### src/rtl/ripple_carry_adder_4bit_gate.sv
// 4-bit gate-level ripple-carry adder with registered sum, carry-out and signed overflow.
// Latency 1 cycle; no backpressure, one operation accepted every cycle in_valid is high.

module fa_cell (
  input  logic a,
  input  logic b,
  input  logic ci,
  output logic s,
  output logic co
);
  wire p;
  wire g;
  wire t;

  xor u_p  (p, a, b);
  xor u_s  (s, p, ci);
  and u_g  (g, a, b);
  and u_t  (t, p, ci);
  or  u_co (co, g, t);
endmodule

module ripple_carry_adder_4bit_gate (
  input  logic       clk,
  input  logic       rst_n,
  input  logic       in_valid,
  input  logic [3:0] a,
  input  logic [3:0] b,
  input  logic       cin,
  output logic [3:0] sum,
  output logic       cout,
  output logic       overflow,
  output logic       out_valid
);
  wire [4:0] c;
  wire [3:0] s_core;
  wire       ov_core;

  assign c[0] = cin;

  // Carry ripples strictly from bit 0 to bit 3 through explicit nets c[1..4].
  for (genvar i = 0; i < 4; i++) begin : g_stage
    fa_cell u_fa (
      .a  (a[i]),
      .b  (b[i]),
      .ci (c[i]),
      .s  (s_core[i]),
      .co (c[i+1])
    );
  end

  xor u_ov (ov_core, c[3], c[4]);

  always_ff @(posedge clk) begin
    if (!rst_n) begin
      sum       <= 4'h0;
      cout      <= 1'b0;
      overflow  <= 1'b0;
      out_valid <= 1'b0;
    end else begin
      out_valid <= in_valid;
      if (in_valid) begin
        sum      <= s_core;
        cout     <= c[4];
        overflow <= ov_core;
      end
    end
  end
endmodule

### config.mk
export PLATFORM = sky130hd
export DESIGN_NAME = ripple_carry_adder_4bit_gate
export DESIGN_NICKNAME = d
export VERILOG_FILES = /design/src/rtl/ripple_carry_adder_4bit_gate.sv
export SDC_FILE = /design/constraint.sdc
export NUM_CORES = 1
export LEC_CHECK = 0
export ABC_CLOCK_PERIOD_IN_PS = 3600
export BUFFER_PORTS_ARGS = -buffer_cell sky130_fd_sc_hd__buf_2
export CAP_MARGIN = 20
export CORE_AREA = 5 5 42 44
export DETAILED_ROUTE_END_ITERATION = 7
export DIE_AREA = 0 0 47 49
export PLACE_DENSITY = 0.53
export SLEW_MARGIN = 20
export SYNTH_ARGS = -nofsm -noshare
export SYNTH_HDL_FRONTEND = slang
export SYNTH_HIERARCHICAL = 1
export SYNTH_SLANG_ARGS = --single-unit
### constraint.sdc
create_clock -name clk -period 3.6 [get_ports clk]
set_clock_uncertainty 0.05 [all_clocks]
set_input_delay 0 -clock clk [delete_from_list [all_inputs] [get_ports clk]]
set_output_delay 0 -clock clk [all_outputs]
set_load 0.01 [all_outputs]
; Word-level counts from Yosys, hierarchy flattened
; Cells that the tools add are included.
[classes]
addsub = 0
mul = 0
div = 0
magnitude_cmp = 0
eq_ne = 0
shifts = 0
muxes = 0
bitwise_logic = 21
n_reduce_logical = 0
[op_table]
columns = cell, n
row1 = $xor A1 B1 Y1, 9
row2 = $and A1 B1 Y1, 8
row3 = $or A1 B1 Y1, 4
[word_totals]
register_bits = 7
latch_bits = 0
mem_bits_rw = 0
romBits = 0
out_inout_bits = 7
elab_cells = 25
n_memories = 0

; Depth between registers and ports, before layout
[logic_depth]
ltp_word = 10
depth_mapped = 6
mapped_depth_nobuf = 6

; Hierarchy
; The synthesis kept the hierarchy.
[modules_own_cells]
columns = mod, n_inst, cells_each, area_per_inst_um2, seq_area_each_um2
row1 = ripple_carry_adder_4bit_gate, 1, 22, 259.0, 140.1
row2 = fa_cell, 4, 1, 20.0, 0.0

; Worst setup path after synthesis
; Ideal clock, no wire load.
[synth_timing]
path_type = input to register
start = in a[0]
end = reg overflow
setup_time_ps = 119
t_arrival_ps = 1841
setup_slack_ps = 1589
cell_stages = 6
n_path_buf = 0
path_cell_list = fa_1 fa_1 fa_1 fa_1 xnor2_1 a21oi_1
[synth_via]
elab_chain_len = 10
word_cells_on_any_way = 11
[synth_lines]
columns = item, line
row1 = from (decl), 26  ; input logic [3:0] a,
row2 = $xor A1 B1 Y1, 15  ; xor u_p (p, a, b);
row3 = $and A1 B1 Y1, 18  ; and u_t (t, p, ci);
row4 = $or A1 B1 Y1 (*), 19  ; or u_co (co, g, t);
row5 = $and A1 B1 Y1 (*), 18
row6 = $or A1 B1 Y1 (*), 19
row7 = named net c[2], 34  ; wire [4:0] c;
row8 = $and A1 B1 Y1 (*), 18
row9 = $or A1 B1 Y1 (*), 19
row10 = named net c[3], 34
row11 = $and A1 B1 Y1 (*), 18
row12 = $or A1 B1 Y1 (*), 19
row13 = named net c[4], 34
row14 = $xor A1 B1 Y1 (*), 51  ; xor u_ov (ov_core, c[3], c[4]);
row15 = to (signal assigned), 64  ; overflow <= ov_core;
row16 = to (decl), 31  ; output logic overflow,
; Mark *: on every way through the listed nets, which the timed path passes. The rest lies on a longest branch.
; A chain may end at the register's enable or synchronous reset.

; Worst setup path in the final report
[layout_timing]
start = in a[0]
end = reg overflow
[layout_via]
elab_chain_len = 10
word_cells_on_any_way = 11
[layout_lines]
columns = item, line
row1 = $xor A1 B1 Y1, 15
row2 = $and A1 B1 Y1, 18
row3 = $or A1 B1 Y1 (*), 19
row4 = named net c[1], 34
row5 = $and A1 B1 Y1 (*), 18
row6 = $or A1 B1 Y1 (*), 19
row7 = named net c[2], 34
row8 = $and A1 B1 Y1 (*), 18
row9 = $or A1 B1 Y1 (*), 19
row10 = named net c[3], 34
row11 = $and A1 B1 Y1 (*), 18
row12 = $or A1 B1 Y1 (*), 19
row13 = named net c[4], 34
row14 = $xor A1 B1 Y1 (*), 51
; Marks and branches as above.

==> impl_metrics.prom <==
# TYPE chip_impl_metric gauge
chip_impl_metric{name="max_cap_viol_count",unit=""} 0
chip_impl_metric{name="netlist.area_leader.share",unit=""} 0.4133
chip_impl_metric{name="synthAdderAreaFrac",unit=""} 0.2362
chip_impl_metric{name="final_hold_viol_count",unit=""} 0
chip_impl_metric{name="final_critical_path_setup_slack",unit="ns"} 1.641
chip_impl_metric{name="final-setup-viol-count",unit=""} 0
chip_impl_info{name="tritoncts",value="done"} 1
chip_impl_info{name="unrepaired_setup_endpoints_after_global_routing",value="no"} 1
chip_impl_metric{name="top_level_ports",unit=""} 19
chip_impl_metric{name="synth_cells",unit=""} 26
chip_impl_metric{name="fin_hold_ws",unit="ns"} 0.03616
chip_impl_metric{name="detailedRoute.firstIterationViolations",unit=""} 2
chip_impl_metric{name="post_cts.resized_instances",unit=""} 0
chip_impl_metric{name="initial_utilization",unit=""} 0.2420
chip_impl_metric{name="timing.critical_path.fanout_max",unit=""} 2
chip_impl_metric{name="io_buffer_count",unit=""} 18
chip_impl_metric{name="place_ws",unit="ns"} 1.355
chip_impl_metric{name="area.growth.synth_to_final",unit="%"} 39.85
chip_impl_info{name="worst_setup_path_end_kind",value="register"} 1
chip_impl_metric{name="yosys.area_share.xor_xnor",unit=""} 0.02583
chip_impl_metric{name="p_int",unit="uW"} 150.2
chip_impl_metric{name="worstSkewPairLatency",unit="ns"} 0.25
chip_impl_metric{name="grt_total_ovfl",unit=""} 0
chip_impl_metric{name="antenna_found_initial",unit=""} 0
chip_impl_info{name="synthMostInstantiatedCell",value="sky130_fd_sc_hd__dfxtp_1"} 1
chip_impl_metric{name="fp.dieH",unit="um"} 49
chip_impl_metric{name="die_area",unit="um^2"} 2303
chip_impl_metric{name="worst_ir_drop_vdd",unit="mV"} 0.1389
chip_impl_info{name="run_status",value="completed"} 1
chip_impl_metric{name="grt_util_overall",unit=""} 0.07518
chip_impl_metric{name="asyncSetResetFlopFracSynth",unit=""} 0
chip_impl_metric{name="core_area",unit="um^2"} 1401
chip_impl_info{name="cts_root_buffer",value="sky130_fd_sc_hd__clkbuf_4"} 1
chip_impl_info{name="ys.flop_type",value="sky130_fd_sc_hd__dfxtp_1"} 1
chip_impl_metric{name="mappedNetlistNets",unit=""} 42
chip_impl_metric{name="max_slew.worst_pin.slew",unit="ns"} 0.1989
chip_impl_metric{name="filler_cell_count",unit=""} 165
chip_impl_metric{name="diodes",unit=""} 0
chip_impl_info{name="cp-start-kind",value="input pin"} 1
chip_impl_metric{name="setup_tns",unit="ns"} 0
chip_impl_metric{name="clock_tree.htree_level_count",unit=""} 1
chip_impl_metric{name="post_drt_wl_per_cell",unit="um"} 10.92
chip_impl_metric{name="yosysSeqAreaShare",unit=""} 0.4133
chip_impl_metric{name="post-route-util",unit=""} 0.3384
chip_impl_metric{name="number_of_global_route_vias_before_repair",unit=""} 283
chip_impl_metric{name="cts.reportedPaths.clkPinSlew",unit="ns"} 0.05
chip_impl_metric{name="netSwitchingPower",unit="uW"} 53.71
chip_impl_metric{name="cellLeakagePower",unit="nW"} 0.2309
chip_impl_info{name="hold_path_class",value="in2reg"} 1
chip_impl_metric{name="postSynthAreaPerCell",unit="um^2"} 13.04
chip_impl_metric{name="cts_num_sinks",unit=""} 7
chip_impl_metric{name="placed_cells",unit=""} 59
chip_impl_metric{name="finalWorstPathRequiredPeriod",unit="ns"} 1.959
chip_impl_info{name="synthTopCellsByArea",value="sky130_fd_sc_hd__dfxtp_1, sky130_fd_sc_hd__fa_1, sky130_fd_sc_hd__mux2i_1, sky130_fd_sc_hd__nor2b_1, sky130_fd_sc_hd__buf_6"} 1
chip_impl_metric{name="worstPathRequired",unit="ns"} 3.69
chip_impl_metric{name="finalWirelength",unit="um"} 699
chip_impl_metric{name="finalWeightedCongestion",unit=""} 0.5928
chip_impl_metric{name="relSlewSlack",unit=""} 0.8674
chip_impl_metric{name="share_clk_of_total_power",unit=""} 0.355
chip_impl_metric{name="synth.mux.area_fraction",unit=""} 0.1476
chip_impl_metric{name="seq_power_share",unit=""} 0.430
chip_impl_info{name="yosys.area.top_type",value="sky130_fd_sc_hd__dfxtp_1"} 1
chip_impl_metric{name="post-cts-setup-buffers",unit=""} 0
chip_impl_metric{name="drtPass1Iterations",unit=""} 2
chip_impl_metric{name="final-max-slew-violation-count",unit=""} 0
chip_impl_metric{name="grt_max_degree",unit=""} 9
chip_impl_metric{name="drt.antenna.violating_nets",unit=""} 0
chip_impl_metric{name="cts-root-to-sink-buffers",unit=""} 2
chip_impl_metric{name="simple_gate_portion_of_the_synthesized_area",unit=""} 0.1144
chip_impl_metric{name="wire_length_of_the_first_global_routing_pass",unit="um"} 1159
chip_impl_metric{name="post-route-period-util",unit=""} 0.5442
chip_impl_metric{name="ys.warnings.count",unit=""} 6
chip_impl_metric{name="fmaxAchievable",unit="MHz"} 510.4
chip_impl_metric{name="die_width",unit="um"} 47
chip_impl_metric{name="sw_frac_of_total",unit=""} 0.2634
chip_impl_metric{name="p_comb_frac",unit=""} 0.215
chip_impl_metric{name="drive_above_1_share",unit=""} 0.4583
chip_impl_metric{name="layoutNonFillerInstCount",unit=""} 64
chip_impl_metric{name="crit_arrival",unit="ns"} 2.04
chip_impl_metric{name="synth_cell_types",unit=""} 9
chip_impl_info{name="synth_top_cells_by_count",value="sky130_fd_sc_hd__dfxtp_1, sky130_fd_sc_hd__mux2i_1, sky130_fd_sc_hd__nor2b_1"} 1
chip_impl_metric{name="synth_compound_gate_area_share",unit=""} 0.02952
chip_impl_metric{name="number_of_enable_type_register_cells_in_the_synthesized_netlist",unit=""} 0
chip_impl_metric{name="fin_nets",unit=""} 65
chip_impl_metric{name="ys_ff_latch",unit=""} 7
chip_impl_metric{name="cts_hold_buffers",unit=""} 1
chip_impl_metric{name="dr_total_vias",unit=""} 264
chip_impl_metric{name="remaining_drc_errors",unit=""} 0
chip_impl_metric{name="placement_rows",unit=""} 14
chip_impl_metric{name="avgViaCountPerCell",unit=""} 4.125
chip_impl_metric{name="tritoncts.num_buffers",unit=""} 3
chip_impl_metric{name="netlist_area",unit="um^2"} 339.1
chip_impl_info{name="main_combinational_cell_family_by_area_after_synthesis",value="adder cells"} 1
chip_impl_metric{name="p_per_area",unit="nW/um^2"} 430.0
chip_impl_info{name="critPathKind",value="in2reg"} 1
-- worst max-delay path, stage by stage --
cell                      delay (ns)
sky130_fd_sc_hd__buf_2          0.11
sky130_fd_sc_hd__fa_1           0.42
sky130_fd_sc_hd__fa_1           0.40
sky130_fd_sc_hd__fa_1           0.43
sky130_fd_sc_hd__fa_1           0.42
sky130_fd_sc_hd__xnor2_1        0.18
sky130_fd_sc_hd__a21oi_1        0.08
-- final timing paths --
path | from | endpoint | slack, ns | depth (start not counted)
worst max-delay path | a[0] | overflow | 1.64 | 7
worst min-delay path | in_valid | overflow | 0.04 | 2
worst max register to register | overflow | overflow | 2.93 | 2
worst min register to register | sum[1] | sum[1] | 0.46 | 2
-- final cells by class --
class / count / area, um^2 / share of cell area
clock buffer: 4 / 26.28 / 0.05541
sequential: 7 / 140.1 / 0.2955
multi-input combinational: 18 / 187.7 / 0.3958
timing repair buffer: 19 / 100.1 / 0.2111
tap: 16 / 20.02 / 0.04222
-- flip-flops by register name, indices dropped and copies added (netlist names) --
name       flops
sum            4
cout           1
out_valid      1
overflow       1
-- metrics by stage --
stage	cell area (um^2)	power (mW)
5_1_grt	474.2	0.2210
2_1_floorplan	339.1	0.1147
6_report	474.2	0.2039
3_3_place_gp	437.9	0.1329
3_5_place_dp	437.9	0.1335
4_1_cts	474.2	0.2086
-- power groups by stage --
stage               sequential [mW]  clock, mW  combinational [mW]
floorplan                    0.0931          0              0.0216
global placement             0.0894          0              0.0435
detailed placement           0.0894          0              0.0441
CTS                          0.0879     0.0758              0.0450
global route                 0.0884     0.0837              0.0489
finish                       0.0878     0.0723              0.0438
-- kinds of logic (layout without fill, tap and decap cells) --
group | count (synthesis) | count (layout)
flip-flops | 7 | 7
AND/OR/NAND/NOR | 6 | 6
multiplexers | 5 | 5
adder cells (fa/ha/maj) | 4 | 4
AO/OA/AOI/OAI | 2 | 2
XOR/XNOR | 1 | 1
buffers and inverters | 1 | 23
-- metal layers --
| layer | GRT usage | share of wire | vias to the layer above |
|---|---|---|---|
| li1 | - | - | 129 |
| met1 | 0.06517 | 0.38 | 121 |
| met2 | 0.1154 | 0.50 | 14 |
| met3 | 0.06273 | 0.12 | 0 |
| met4 | 0.04147 | 0 | 0 |
| met5 | 0 | 0 | - |
-- cell usage in the layout (no fill, tap or decap), drive strengths merged --
master	instances
buf	18
dfxtp	7
mux2i	5
nor2b	5
fa	4
clkbuf	4
xnor2	1
o21ai	1
a21oi	1
and2	1
dlygate4sd3	1
Note: power is estimated with default switching activity, not from simulation.
